===== config.mk =====
export PLATFORM = sky130hd
export DESIGN_NAME = mem_copy_dma
export DESIGN_NICKNAME = d
export VERILOG_FILES = /design/src/rtl/mem_copy_dma_pkg.sv /design/src/rtl/mem_copy_dma.sv
export SDC_FILE = /design/constraint.sdc
export NUM_CORES = 1
export LEC_CHECK = 0
export CORE_MARGIN = 2
export CORE_UTILIZATION = 40
export CTS_CLUSTER_DIAMETER = 100
export DETAILED_ROUTE_END_ITERATION = 8
export PLACE_DENSITY = 0.66
export SETUP_SLACK_MARGIN = 0.2
export SYNTH_ARGS = -nofsm -noshare
export SYNTH_HDL_FRONTEND = slang
export SYNTH_SLANG_ARGS = --single-unit
export TNS_END_PERCENT = 1

===== constraint.sdc =====
create_clock -name clk -period 4.2 [get_ports clk]
set_input_delay 0.42 -clock clk [delete_from_list [all_inputs] [get_ports clk]]
set_output_delay 0.42 -clock clk [all_outputs]
set_load 0.05 [all_outputs]

===== src/rtl/mem_copy_dma_pkg.sv =====
// Shared definitions for the block-copy DMA initiator: FSM state encoding and default widths.
package mem_copy_dma_pkg;

    typedef enum logic [1:0] {
        IDLE = 2'd0,
        RD   = 2'd1,
        WR   = 2'd2,
        DONE = 2'd3
    } state_t;

    localparam int unsigned ADDR_W_DEF = 16;
    localparam int unsigned DATA_W_DEF = 16;
    localparam int unsigned LEN_W_DEF  = 8;

endpackage


===== src/rtl/mem_copy_dma.sv =====
// Block-copy bus initiator: reads LENGTH words from SRC, writes them to DST one word at a time,
// and accumulates a wrapping checksum of every word read.
module mem_copy_dma
    import mem_copy_dma_pkg::*;
#(
    parameter int unsigned ADDR_W = ADDR_W_DEF,
    parameter int unsigned DATA_W = DATA_W_DEF,
    parameter int unsigned LEN_W  = LEN_W_DEF
) (
    input  logic              clk,
    input  logic              rst_n,
    input  logic              start,
    input  logic [ADDR_W-1:0] src_addr,
    input  logic [ADDR_W-1:0] dst_addr,
    input  logic [LEN_W-1:0]  length,
    output logic              busy,
    output logic              done,
    output logic [DATA_W-1:0] checksum,
    output logic              mem_write,
    output logic [ADDR_W-1:0] mem_address,
    output logic [DATA_W-1:0] mem_write_data,
    input  logic [DATA_W-1:0] mem_read_data
);

    state_t            state;
    state_t            state_next;
    logic [ADDR_W-1:0] src_ptr;
    logic [ADDR_W-1:0] dst_ptr;
    logic [LEN_W-1:0]  count;
    logic [DATA_W-1:0] data_buf;

    always_ff @(posedge clk or negedge rst_n) begin
        if (!rst_n) begin
            state <= IDLE;
        end else begin
            state <= state_next;
        end
    end

    // Bus outputs decode only from registered state and pointers, never from inputs.
    always_comb begin
        state_next     = state;
        busy           = 1'b1;
        done           = 1'b0;
        mem_write      = 1'b0;
        mem_address    = '0;
        mem_write_data = '0;
        case (state)
            IDLE: begin
                busy = 1'b0;
                if (start) begin
                    state_next = (length != '0) ? RD : DONE;
                end
            end
            RD: begin
                mem_address = src_ptr;
                state_next  = WR;
            end
            WR: begin
                mem_write      = 1'b1;
                mem_address    = dst_ptr;
                mem_write_data = data_buf;
                state_next     = (count == LEN_W'(1)) ? DONE : RD;
            end
            DONE: begin
                done       = 1'b1;
                state_next = IDLE;
            end
            default: begin
                state_next = IDLE;
            end
        endcase
    end

    always_ff @(posedge clk or negedge rst_n) begin
        if (!rst_n) begin
            src_ptr  <= '0;
            dst_ptr  <= '0;
            count    <= '0;
            data_buf <= '0;
            checksum <= '0;
        end else begin
            case (state)
                IDLE: begin
                    if (start) begin
                        src_ptr  <= src_addr;
                        dst_ptr  <= dst_addr;
                        count    <= length;
                        checksum <= '0;
                    end
                end
                RD: begin
                    data_buf <= mem_read_data;
                    checksum <= checksum + mem_read_data;
                end
                WR: begin
                    src_ptr <= src_ptr + ADDR_W'(1);
                    dst_ptr <= dst_ptr + ADDR_W'(1);
                    count   <= count - LEN_W'(1);
                end
                default: ;
            endcase
        end
    end

endmodule


-- Word level (Yosys, flattened, before mapping)
Cells that the tools add are included.
- memory bits (read-only): 0
- word-level logic and storage cells: 38
- memory bits (writable): 0
- memories: 0
- bits of input ports: 59
- register bits after elaboration: 74
- bits in latches: 0
- output and inout bits: 51
- bitwise operators: 0
- order comparisons: 0
- multipliers: 0
- shifts and indexed selects: 0
- divide/modulo/power cells: 0
- add/subtract/negate cells: 4
- multiplexer cells: 17
- reduce and logical (&&, ||, !) cells: 6
- eq/ne operators: 5
- operators by type and width (operator ; number):
    16-bit one-hot mux with 2 select lines ; 4
    16-bit two-way mux ; 4
    16-bit by 1-bit adder with 16-bit output, second input constant ; 2
    16-bit adder ; 1
    8-bit one-hot mux with 2 select lines ; 1
    8-bit by 1-bit equality test with 1-bit output, second input constant ; 1
    8-bit two-way mux ; 1
    2-bit one-hot mux with 4 select lines ; 1
    8-bit nonzero test ; 1
    8-bit by 1-bit subtractor with 8-bit output, second input constant ; 1
    2-bit two-way mux ; 3
    2-bit equality test, second input constant ; 2
    2-bit AND reduction ; 2
    2-bit nonzero test ; 2
    1-bit two-way mux ; 3
    2-bit by 1-bit equality test with 1-bit output, second input constant ; 1
    2-bit logical NOT ; 1
    2-bit inequality test, second input constant ; 1

-- Longest topological paths before layout
Gate-level depths: netlist (run 1).
- word-level depth: 4
- depth in mapped cells: 10
- gate-level depth less buffers: 10

-- Least setup slack after synthesis (run 1)
OpenSTA, ideal clock, no wires.
- path kind: reg2out
- from: reg state[0]
- to: out mem_address[0]
- stages on the path, launching flop included: 7
- arrival time: 2891 ps
- buffers on the path: 2
- data required time: 3780 ps
- path slack: 889 ps
- path through: dfrtp_1 > inv_1 > ha_1 > clkbuf_1 > buf_1 > nand2_1 > a21boi_0
- cells in the longest elaborated chain, start to end: 2
- elaborated cells on any way between the ends: 3
- ends and longest elaborated chain (element ; line ; source):
    start: declaration ; mem_copy_dma.sv:25 ; state_t state;
    start signal: assignment ; mem_copy_dma.sv:36 ; state <= state_next;
    2-bit equality test / 2-bit by 1-bit equality test with 1-bit output (equally long branches) ; mem_copy_dma.sv:48 ; case (state)
    16-bit one-hot mux with 2 select lines * ; mem_copy_dma.sv:48 ;
    end: declaration ; mem_copy_dma.sv:20 ; output logic [ADDR_W-1:0] mem_address,
Mark *: on every way between the ends. The rest lies on a longest branch, timed or not.

-- Worst setup path in the final report (run 1)
- from: reg state[0]
- to: out mem_address[15]
Same word-level chain as after synthesis.

==> qor.csv, run 1 <==
stage,metric,value,unit
synth,ys_top_cells_by_count,"74 x dfrtp_1, 65 x o21ai_0, 43 x nand2_1",
routing,num_vias,4327,
cts,postCtsSetupBuffers,0,
cts,clockBufferDepth,2,
power_and_ir_drop,total_power,5531,µW
placement,io_buffers,109,
synth,synth_area,4745,µm²
synth,synth_warnings,0,
global_route,grt_overflow,0,
die,rows,39,
timing,slew_headroom,0.3613,
timing,period_needed,3309,ps
timing,fmax,302.2,MHz
cells_and_area,layout.nets,711,
setup_path,cp_max_fo,32,
cts,ctsHoldBuffers,0,
cells_and_area,area_growth,29.59,%
cts,clock-root-buffer,clkbuf_16,
global_route,gr-usage-all-layers,0.2002,
timing,hold_viol,0,
synth,seq_area_frac_synth,0.3903,
power_and_ir_drop,internal_power,2812,µW
synth,yosysMostFrequentCell,dfrtp_1,
synth,synthAdderAreaFrac,0.06487,
synth,netlist_instances,531,
cts,cts_made_buffers,9,
die,die_w,112.9,µm
global_route,antenna_found_initial,0,
global_route,grt_pass1_wl,20710,µm
global_route,grt_pass1_vias,4109,
timing,layout_worst_path_cycle_share,0.7879,
power_and_ir_drop,power.net_switching,2720,µW
hold_path,hold_class,in -> async,
setup_path,critPathArrivalTime,2890,ps
routing,vias_per_cell,5.598,
synth,synth-xor-area-share,0.01846,
setup_path,critPathRequiredTime,3780,ps
power_and_ir_drop,clkPwrFrac,0.125,
synth,synth_edf_count,0,
power_and_ir_drop,powerDensity,899.6,nW/µm²
routing,top_layer,met4,
routing,antenna_left,0,
synth,synth-main-ff-cell,dfrtp_1,
die,start_util,0.4120,
cts,cts_resized,0,
synth,synth_compound_area_frac,0.2268,
cells_and_area,drive_above_1_share,0.07619,
synth,synth_cell_types,54,
cts,htreeDepth,3,
routing,first_iter_violations,344,
routing,routedWlPerCell,16.18,µm
power_and_ir_drop,swShare,0.4917,
die,io_pins,110,
setup_path,ff2ff_path_depth,8,
routing,drc_errors,7,
power_and_ir_drop,p_leak,0.002525,µW
synth,syn-mean-instance-area,8.935,µm²
die,dieArea,12750,µm²
synth,ys_top_cells_by_area,"dfrtp_1 39%, o21ai_0 6.9%, ha_1 6.1%",
synth,synth.net_count,614,
cells_and_area,diodes,0,
run,drv_cap,0,
power_and_ir_drop,irDropWorstVdd,0.0003108,V
synth,synth_area_leader_cell,dfrtp_1,
routing,met2_length,6044,µm
routing,drt-met1-wl,5841,µm
power_and_ir_drop,seqPwrFrac,0.264,
timing,fin_skew,6.171,ps
placement,place_congestion,0.8519,
timing,drv_slew,0,
cts,cts_tree,yes,
routing,met3_length,470,µm
timing,worst_slew_pin_slew,931.4,ps
synth,synth_top_cell_area_share,0.3903,
timing,fin_hold_ws,233.1,ps
timing,setup_viol,0,
cts,clkTransAtPathRegs,50,ps
synth,muxShareOfSynthArea,0.06382,
setup_path,start_kind,flip-flop,
routing,dr.pass1.iters,7,
die,coreArea,11520,µm²
routing,routed_wl,12510,µm
synth,async_reset_ff_frac,1.000,
timing,rsz0062_at_grt,false,
synth,synth-seq-cells,74,
global_route,grt_max_degree,75,
cts,cts.sinks,74,
status,status,finished with violations,
cts,clk_latency,330,ps
synth,synth_top_family_by_area,compound AO/OA/AOI/OAI gates,
status,violations,design-rule violations,
timing,fin_tns_setup,0,ps
die,die_h,112.9,µm
power_and_ir_drop,comb_power_share,0.611,
setup_path,critPathKind,reg -> out,
synth,synth-simple-area-share,0.1870,
placement,dp_hpwl,8971,µm
setup_path,endpoint_kind,output port,
[cell type report]
cell class | count | area, µm²
Fill cell | 1108 | 5368
Multi-Input combinational cell | 413 | 2664
Sequential cell | 74 | 1852
Timing Repair Buffer | 116 | 1141
Clock buffer | 13 | 260.3
Tap cell | 143 | 178.9
Inverter | 14 | 52.55
[stage by stage]
stage | area [µm²] | std cells | util | setup WS (ps)
CTS | 6148 | 773 | 0.5339 | 880.3
detailed placement | 5888 | 760 | 0.5113 | 1238
floorplan | 4745 | 531 | - | 888.9
global route | 6148 | 773 | 0.5339 | 713.9
global placement | 5888 | 760 | 0.5113 | 1314
finish | 6148 | 773 | 0.5339 | 890.9
[worst paths after layout]
kind / startpoint / end / slack [ps]
setup / recovery: state[0] / mem_address[15] / 890
hold / removal: rst_n / data_buf[2] / 230
setup reg to reg: state[0] / src_ptr[6] / 1260
hold reg to reg: data_buf[6] / data_buf[6] / 500
max in group asynchronous: rst_n / checksum[12] / 3330
min in group clk: data_buf[6] / data_buf[6] / 500
[cell usage in the layout, fill, tap and decap left out, types with 2 or more instances in the layout]
| master | count |
|---|---|
| o21ai_0 | 65 |
| inv_1 | 14 |
| dfrtp_1 | 74 |
| mux2_2 | 18 |
| or2_2 | 2 |
| nor2b_1 | 17 |
| nor3_1 | 9 |
| and2_1 | 17 |
| clkbuf_16 | 9 |
| a211oi_1 | 3 |
| nand3_1 | 28 |
| a21o_1 | 6 |
| a21boi_0 | 3 |
| a31oi_1 | 7 |
| o22ai_1 | 27 |
| a22oi_1 | 14 |
| o211ai_1 | 3 |
| and3_1 | 12 |
| a22o_1 | 2 |
| xor2_1 | 3 |
| ha_1 | 22 |
| clkbuf_1 | 2 |
| nor2_1 | 18 |
| and4_4 | 2 |
| clkdlybuf4s50_1 | 108 |
| nand2b_1 | 7 |
| clkbuf_8 | 2 |
| a21oi_1 | 41 |
| xnor2_1 | 7 |
| mux2i_1 | 10 |
| a32o_1 | 2 |
| nand4_1 | 2 |
| and4_1 | 2 |
| nand2_1 | 43 |
| buf_4 | 8 |
| or4_1 | 3 |
| and3_2 | 2 |
[flip-flops by register name (all words and copies together) (netlist names)]
| name | flops |
|---|---|
| src_ptr | 16 |
| dst_ptr | 16 |
| state | 2 |
| data_buf | 16 |
| count | 8 |
| checksum | 16 |
[layer usage]
metal / global-route usage / up-vias
met5: 0 / -
met4: 0.06341 / 0
met3: 0.02357 / 12
met2: 0.3357 / 93
met1: 0.2720 / 2080
li1: - / 2142
[worst max-delay path, cell delays in order, from the launching register on]
cell	delay, ps
dfrtp_1	410
inv_1	100
ha_2	610
buf_4	360
a22oi_1	120
nor2b_1	150
clkdlybuf4s50_1	810
[cell families (layout without fill, tap and decap cells)]
logic type | after synthesis | after routing
buf+inv | 44 | 143
xor+xnor | 10 | 10
compound gates | 182 | 182
mux | 28 | 28
fa+ha+maj | 24 | 24
simple gates | 169 | 169
flops | 74 | 74
[power groups by stage]
stage          clock network (µW)  registers (µW)  logic [µW]
5_1_grt                       741            1520        3690
2_1_floorplan                   0            1580        2340
6_report                      694            1460        3380
3_3_place_gp                    0            1450        3320
3_5_place_dp                    0            1470        3390
4_1_cts                       712            1460        3390
No activity file was read; power rests on OpenSTA's default activity.
==> run 2: changes to the inputs <==
- PLACE_DENSITY: 0.66 -> 0.69
- clock period: 4.2 -> 2.7 ns (I/O delays scaled with it)
==> run 2 against run 1 <==
The flow still finishes with violations (design-rule violations). Via count grew 1.1%. Clock power grew 59%. First-iteration DRC count shrank 13%. Critical path depth decreased by 2. Critical path type unchanged. Critical endpoint is now mem_write_data[11].
==> qor.csv, run 2 (synthesis gave the netlist of run 1 again) <==
stage,metric,value,unit,change
routing,met3_length,463,µm,-1.5%
cells_and_area,area_growth,34.60,%,
cells_and_area,layout.nets,716,,+0.70%
cts,htreeDepth,3,,unchanged
placement,place_congestion,0.8526,,about the same
cts,cts_made_buffers,9,,unchanged
setup_path,start_kind,flip-flop,,
die,dieArea,12750,µm²,unchanged
timing,drv_slew,0,,unchanged
run,drv_cap,0,,unchanged
routing,dr.pass1.iters,7,,unchanged
power_and_ir_drop,total_power,9124,µW,+65%
timing,fin_tns_setup,0,ps,unchanged
cts,clk_latency,340,ps,about the same
setup_path,endpoint_kind,output port,,
routing,drc_errors,4,,-3
cells_and_area,diodes,0,,unchanged
cts,clkTransAtPathRegs,50,ps,about the same
global_route,grt_pass1_vias,4349,,+5.8%
routing,drt-met1-wl,5749,µm,-1.6%
timing,slew_headroom,0.3576,,-0.003644
cts,cts.sinks,74,,unchanged
cells_and_area,stdcell_area,6386,µm²,+3.9%
setup_path,critPathRequiredTime,2430,ps,-1350 ps
routing,met2_length,6220,µm,+2.9%
cells_and_area,final_common_cell,clkdlybuf4s50_1,,
cells_and_area,final_cell_mix,"88 x clkdlybuf4s50_1, 74 x dfrtp_1, 65 x o21ai_0",,
routing,first_iter_violations,301,,-13%
setup_path,critPathArrivalTime,2300,ps,-590 ps
timing,worst_slew_pin_slew,963.5,ps,+32.11 ps
cts,clockBufferDepth,2,,unchanged
setup_path,cp_max_fo,21,,-34%
power_and_ir_drop,irDropWorstVdd,0.0008020,V,+160%
timing,fin_skew,4.942,ps,-1.229 ps
placement,dp_hpwl,9141,µm,+1.9%
die,coreArea,11520,µm²,unchanged
placement,io_buffers,109,,unchanged
routing,vias_per_cell,5.603,,about the same
global_route,antenna_found_initial,0,,unchanged
die,die_w,112.9,µm,unchanged
hold_path,hold_class,in -> async,,
timing,hold_viol,0,,unchanged
timing,period_needed,2568,ps,
setup_path,critPathKind,reg -> out,,
timing,layout_worst_path_cycle_share,0.9510,,
routing,routed_wl,12720,µm,+1.7%
status,violations,design-rule violations,,
status,status,finished with violations,,
routing,routedWlPerCell,16.28,µm,+0.63%
global_route,grt_max_degree,75,,unchanged
die,start_util,0.4120,,unchanged
power_and_ir_drop,p_leak,0.002670,µW,+5.8%
cts,ctsHoldBuffers,0,,unchanged
placement,post_dp_cell_area,6116,µm²,+3.9%
die,io_pins,110,,unchanged
global_route,grt_overflow,0,,unchanged
timing,fin_hold_ws,77.00,ps,-156.1 ps
cts,postCtsSetupBuffers,0,,unchanged
routing,top_layer,met4,,
cts,clock-root-buffer,clkbuf_16,,
power_and_ir_drop,powerDensity,1429,nW/µm²,+59%
routing,antenna_left,0,,unchanged
global_route,gr-usage-all-layers,0.2080,,+0.007822
cts,cts_tree,yes,,
global_route,grt_pass1_wl,21240,µm,+2.5%
cells_and_area,drive_above_1_share,0.1191,,+0.04293
die,die_h,112.9,µm,unchanged
timing,fmax,389.5,MHz,
timing,rsz0062_at_grt,true,,
routing,num_vias,4376,,+1.1%
timing,setup_viol,0,,unchanged
die,rows,39,,unchanged
-- run 2: critical path, cell delays in order (launching register included) --
cell             delay, ps
dfrtp_1                410
inv_1                  100
ha_2                   450
and2_1                 190
clkdlybuf4s50_1        810
-- run 2: layout make-up --
class	instances	area, µm²
fillers	1055	5130
well taps	143	178.9
multi-input cells	413	2674
clock inverters	3	15.01
flip-flops and latches	74	1852
repair buffers	121	1364
clock buffers	13	250.2
inverters	14	52.55
-- run 2: routing by layer --
metal	GRT usage	up-vias
met1	0.2756	2104
met4	0.1008	0
met3	0.02839	18
met5	0	-
met2	0.3373	95
li1	-	2159
-- run 2: final timing paths --
check	start	endpoint	slack [ps]	cells past startpoint
worst max-delay path	state[0]	mem_write_data[11]	130	4
worst min-delay path	rst_n	data_buf[2]	80	1
worst max register to register	checksum[0]	checksum[12]	350	10
worst min register to register	data_buf[11]	data_buf[11]	500	1
max in group asynchronous	rst_n	checksum[15]	1990	1
min in group clk	data_buf[11]	data_buf[11]	500	1
-- run 2: through the flow --
step                      utilization  instances  setup slack (ps)
after detailed placement       0.5311        765            -19.87
after global placement         0.5311        765             23.82
after CTS                      0.5543        781             79.94
final                          0.5545        781             132.4
after floorplan                     -        531            -15.56
after global routing           0.5545        781             11.32
-- run 2: repair_timing --
| action | CTS | global route |
|---|---|---|
| endpoints found under the setup margin | 27 | 31 |
| pin swaps | 0 | 0 |
| resized for setup | 2 | 1 |
-- run 2: power by group --
group / switching, µW / internal (µW)
clock: 455 / 643
sequential: 571 / 1690
combinational: 3350 / 2420
total: 4380 / 4750
==> run 3: changes to the inputs <==
- CAP_MARGIN: default -> 30
- CORE_MARGIN: 2 -> 5
- HOLD_SLACK_MARGIN: default -> 0.03
==> run 3 against run 2 <==
The run now ends clean. Largest power group unchanged. Final cell count unchanged. Power down 0.33%. Setup slack better by 89 ps. Maximum frequency up 3.6%. Non-clock buffer count up 1. Combinational power about the same. Global-route usage down 2.2 points. Critical path type unchanged. Clock skew about the same. Count of clock-buffer cells in the layout up 2.
==> qor.csv, run 3 (synthesis gave the netlist of run 1 again) <==
stage,metric,value,unit,change
global_route,grt_pass1_wl,21830,µm,+2.8%
setup_path,crit_path_cell_trace,inv_1 -> ha_4 -> and2_1 -> clkdlybuf4s50_1,,
cts,cts_tree,yes,,
routing,vias_per_cell,5.557,,-0.82%
global_route,gr-usage-all-layers,0.1858,,-0.02220
placement,dp.cells,764,,-0.13%
timing,fin_skew,4.926,ps,-0.01599 ps
timing,worst_slew_pin_slew,542.5,ps,-421.0 ps
global_route,grt_overflow,0,,unchanged
placement,io_buffers,109,,unchanged
setup_path,cp_top_family,buffers and inverters,,
power_and_ir_drop,internal_power,4741,µW,-0.11%
power_and_ir_drop,seqPwrFrac,0.248,,about the same
cts,postCtsSetupBuffers,0,,unchanged
timing,fin_hold_ws,377.6,ps,+300.6 ps
cells_and_area,final_cells,781,,unchanged
cells_and_area,final_cell_mix,"86 x clkdlybuf4s50_1, 74 x dfrtp_1, 65 x o21ai_0",,
placement,place_congestion,0.8550,,+0.28%
timing,slew_headroom,0.6372,,+0.2796
hold_path,hold_class,in -> async,,
die,start_util,0.4120,,unchanged
die,dieArea,14140,µm²,+11%
routing,routedWlPerCell,16.49,µm,+1.3%
setup_path,critPathMaxStageDelay,800,ps,about the same
routing,routed_wl,12880,µm,+1.3%
die,die_w,118.9,µm,+5.3%
setup_path,critPathArrivalTime,2210,ps,-90 ps
routing,num_vias,4340,,-0.82%
cells_and_area,final_common_cell,clkdlybuf4s50_1,,
setup_path,endpoint_kind,output port,,
cts,cts_made_buffers,9,,unchanged
routing,antenna_left,0,,unchanged
setup_path,cp_max_fo,25,,+19%
cts,clk_latency,330,ps,about the same
cells_and_area,fillCellCount,1013,,-4.0%
timing,rsz0062_at_grt,true,,
setup_path,cp.buffers_inverters,2,,unchanged
status,status,"finished, final reports clean",,
power_and_ir_drop,irDropWorstVdd,0.0005750,V,-28%
cells_and_area,area_growth,35.23,%,
cells_and_area,multi_input_area,2688,µm²,+0.51%
timing,drv_slew,0,,unchanged
cts,clkTransAtPathRegs,50,ps,about the same
placement,dp_hpwl,9414,µm,+3.0%
power_and_ir_drop,clkPwrFrac,0.116,,-0.004
power_and_ir_drop,swShare,0.4786,,-0.001162
power_and_ir_drop,p_leak,0.002674,µW,+0.16%
die,rows,39,,unchanged
setup_path,critPathKind,reg -> out,,
setup_path,start_kind,flip-flop,,
cts,clock-root-buffer,clkbuf_16,,
global_route,grt_pass1_vias,4487,,+3.2%
power_and_ir_drop,power.net_switching,4352,µW,-0.57%
routing,drc_errors,0,,-4
routing,first_iter_violations,317,,+5.3%
die,coreArea,11520,µm²,unchanged
timing,period_needed,2478,ps,-89.49 ps
power_and_ir_drop,comb_power_share,0.636,,+0.004
setup_path,critPathRequiredTime,2430,ps,about the same
setup_path,crit_path_top_delay_cell,clkdlybuf4s50_1,,
global_route,antenna_found_initial,0,,unchanged
cts,cts.sinks,74,,unchanged
timing,setup_viol,0,,unchanged
power_and_ir_drop,total_power,9093,µW,-0.33%
cts,clockBufferDepth,2,,unchanged
cells_and_area,drive_above_1_share,0.1176,,-0.001567
routing,dr.pass1.iters,5,,-2
global_route,grt_max_degree,75,,unchanged
cts,htreeDepth,3,,unchanged
timing,hold_viol,0,,unchanged
die,io_pins,110,,unchanged
die,die_h,118.9,µm,+5.3%
cells_and_area,diodes,0,,unchanged
timing,fmax,403.5,MHz,+3.6%
cells_and_area,layout.nets,717,,+0.14%
power_and_ir_drop,powerDensity,1417,nW/µm²,-0.80%
timing,layout_worst_path_cycle_share,0.9178,,-0.03315
cells_and_area,register_area,1852,µm²,unchanged
run,drv_cap,0,,unchanged
## run 3: changes by cell type in the layout (fill, tap and decap cells not counted), sizes merged
cell,before,now
clkinv,3,0
buf,31,33
clkdlybuf4s50,88,86
dlygate4sd3,0,1
clkbuf,13,15
## run 3: stage by stage
stage | utilization | setup slack (ps) | setup TNS [ps] | area (µm²)
floorplan | - | -15.56 | -46.68 | 4755
global placement | 0.5311 | 34.26 | 0 | 6116
detailed placement | 0.5311 | -78.52 | -78.52 | 6116
CTS | 0.5533 | 188.3 | 0 | 6372
global route | 0.5571 | 107.8 | 0 | 6416
finish | 0.5571 | 221.9 | 0 | 6416
## run 3: worst paths after layout
kind / slack (ps) / cells past startpoint / to / start
min reg2reg: 500 / 1 / data_buf[13] / data_buf[13]
max: 220 / 4 / mem_write_data[6] / state[0]
min in group clk: 500 / 1 / data_buf[13] / data_buf[13]
min: 380 / 2 / checksum[6] / rst_n
max reg2reg: 400 / 10 / checksum[12] / checksum[0]
max in group asynchronous: 1750 / 3 / src_ptr[9] / rst_n
## run 3: power groups by stage
stage | combinational, µW | clock [µW] | sequential [µW]
after floorplan | 3660 | 0 | 2460
after global placement | 5660 | 0 | 2240
after detailed placement | 5790 | 0 | 2260
after CTS | 5810 | 1080 | 2250
after global routing | 6280 | 1120 | 2360
final | 5790 | 1050 | 2250
## run 3: repair_timing
item / CTS / global route
hold endpoints to repair: 0 / 20
endpoints found under the setup margin: 20 / 14
resized for setup: 2 / 2
hold buffers: 0 / 1
## run 3: cell type report
type                    count  area share
well taps                 143     0.02789
flip-flops and latches     74      0.2886
repair buffers            122      0.2178
inverters                  14    0.008190
multi-input cells         413      0.4189
clock buffers              15     0.03861
## run 3: layer usage
metal / global-route usage / up-vias / share of wire
li1: - / 2162 / -
met1: 0.2392 / 2048 / 0.45
met2: 0.3158 / 113 / 0.49
met3: 0.03460 / 17 / 0.042
met4: 0.06083 / 0 / 0.018
met5: 0 / - / 0
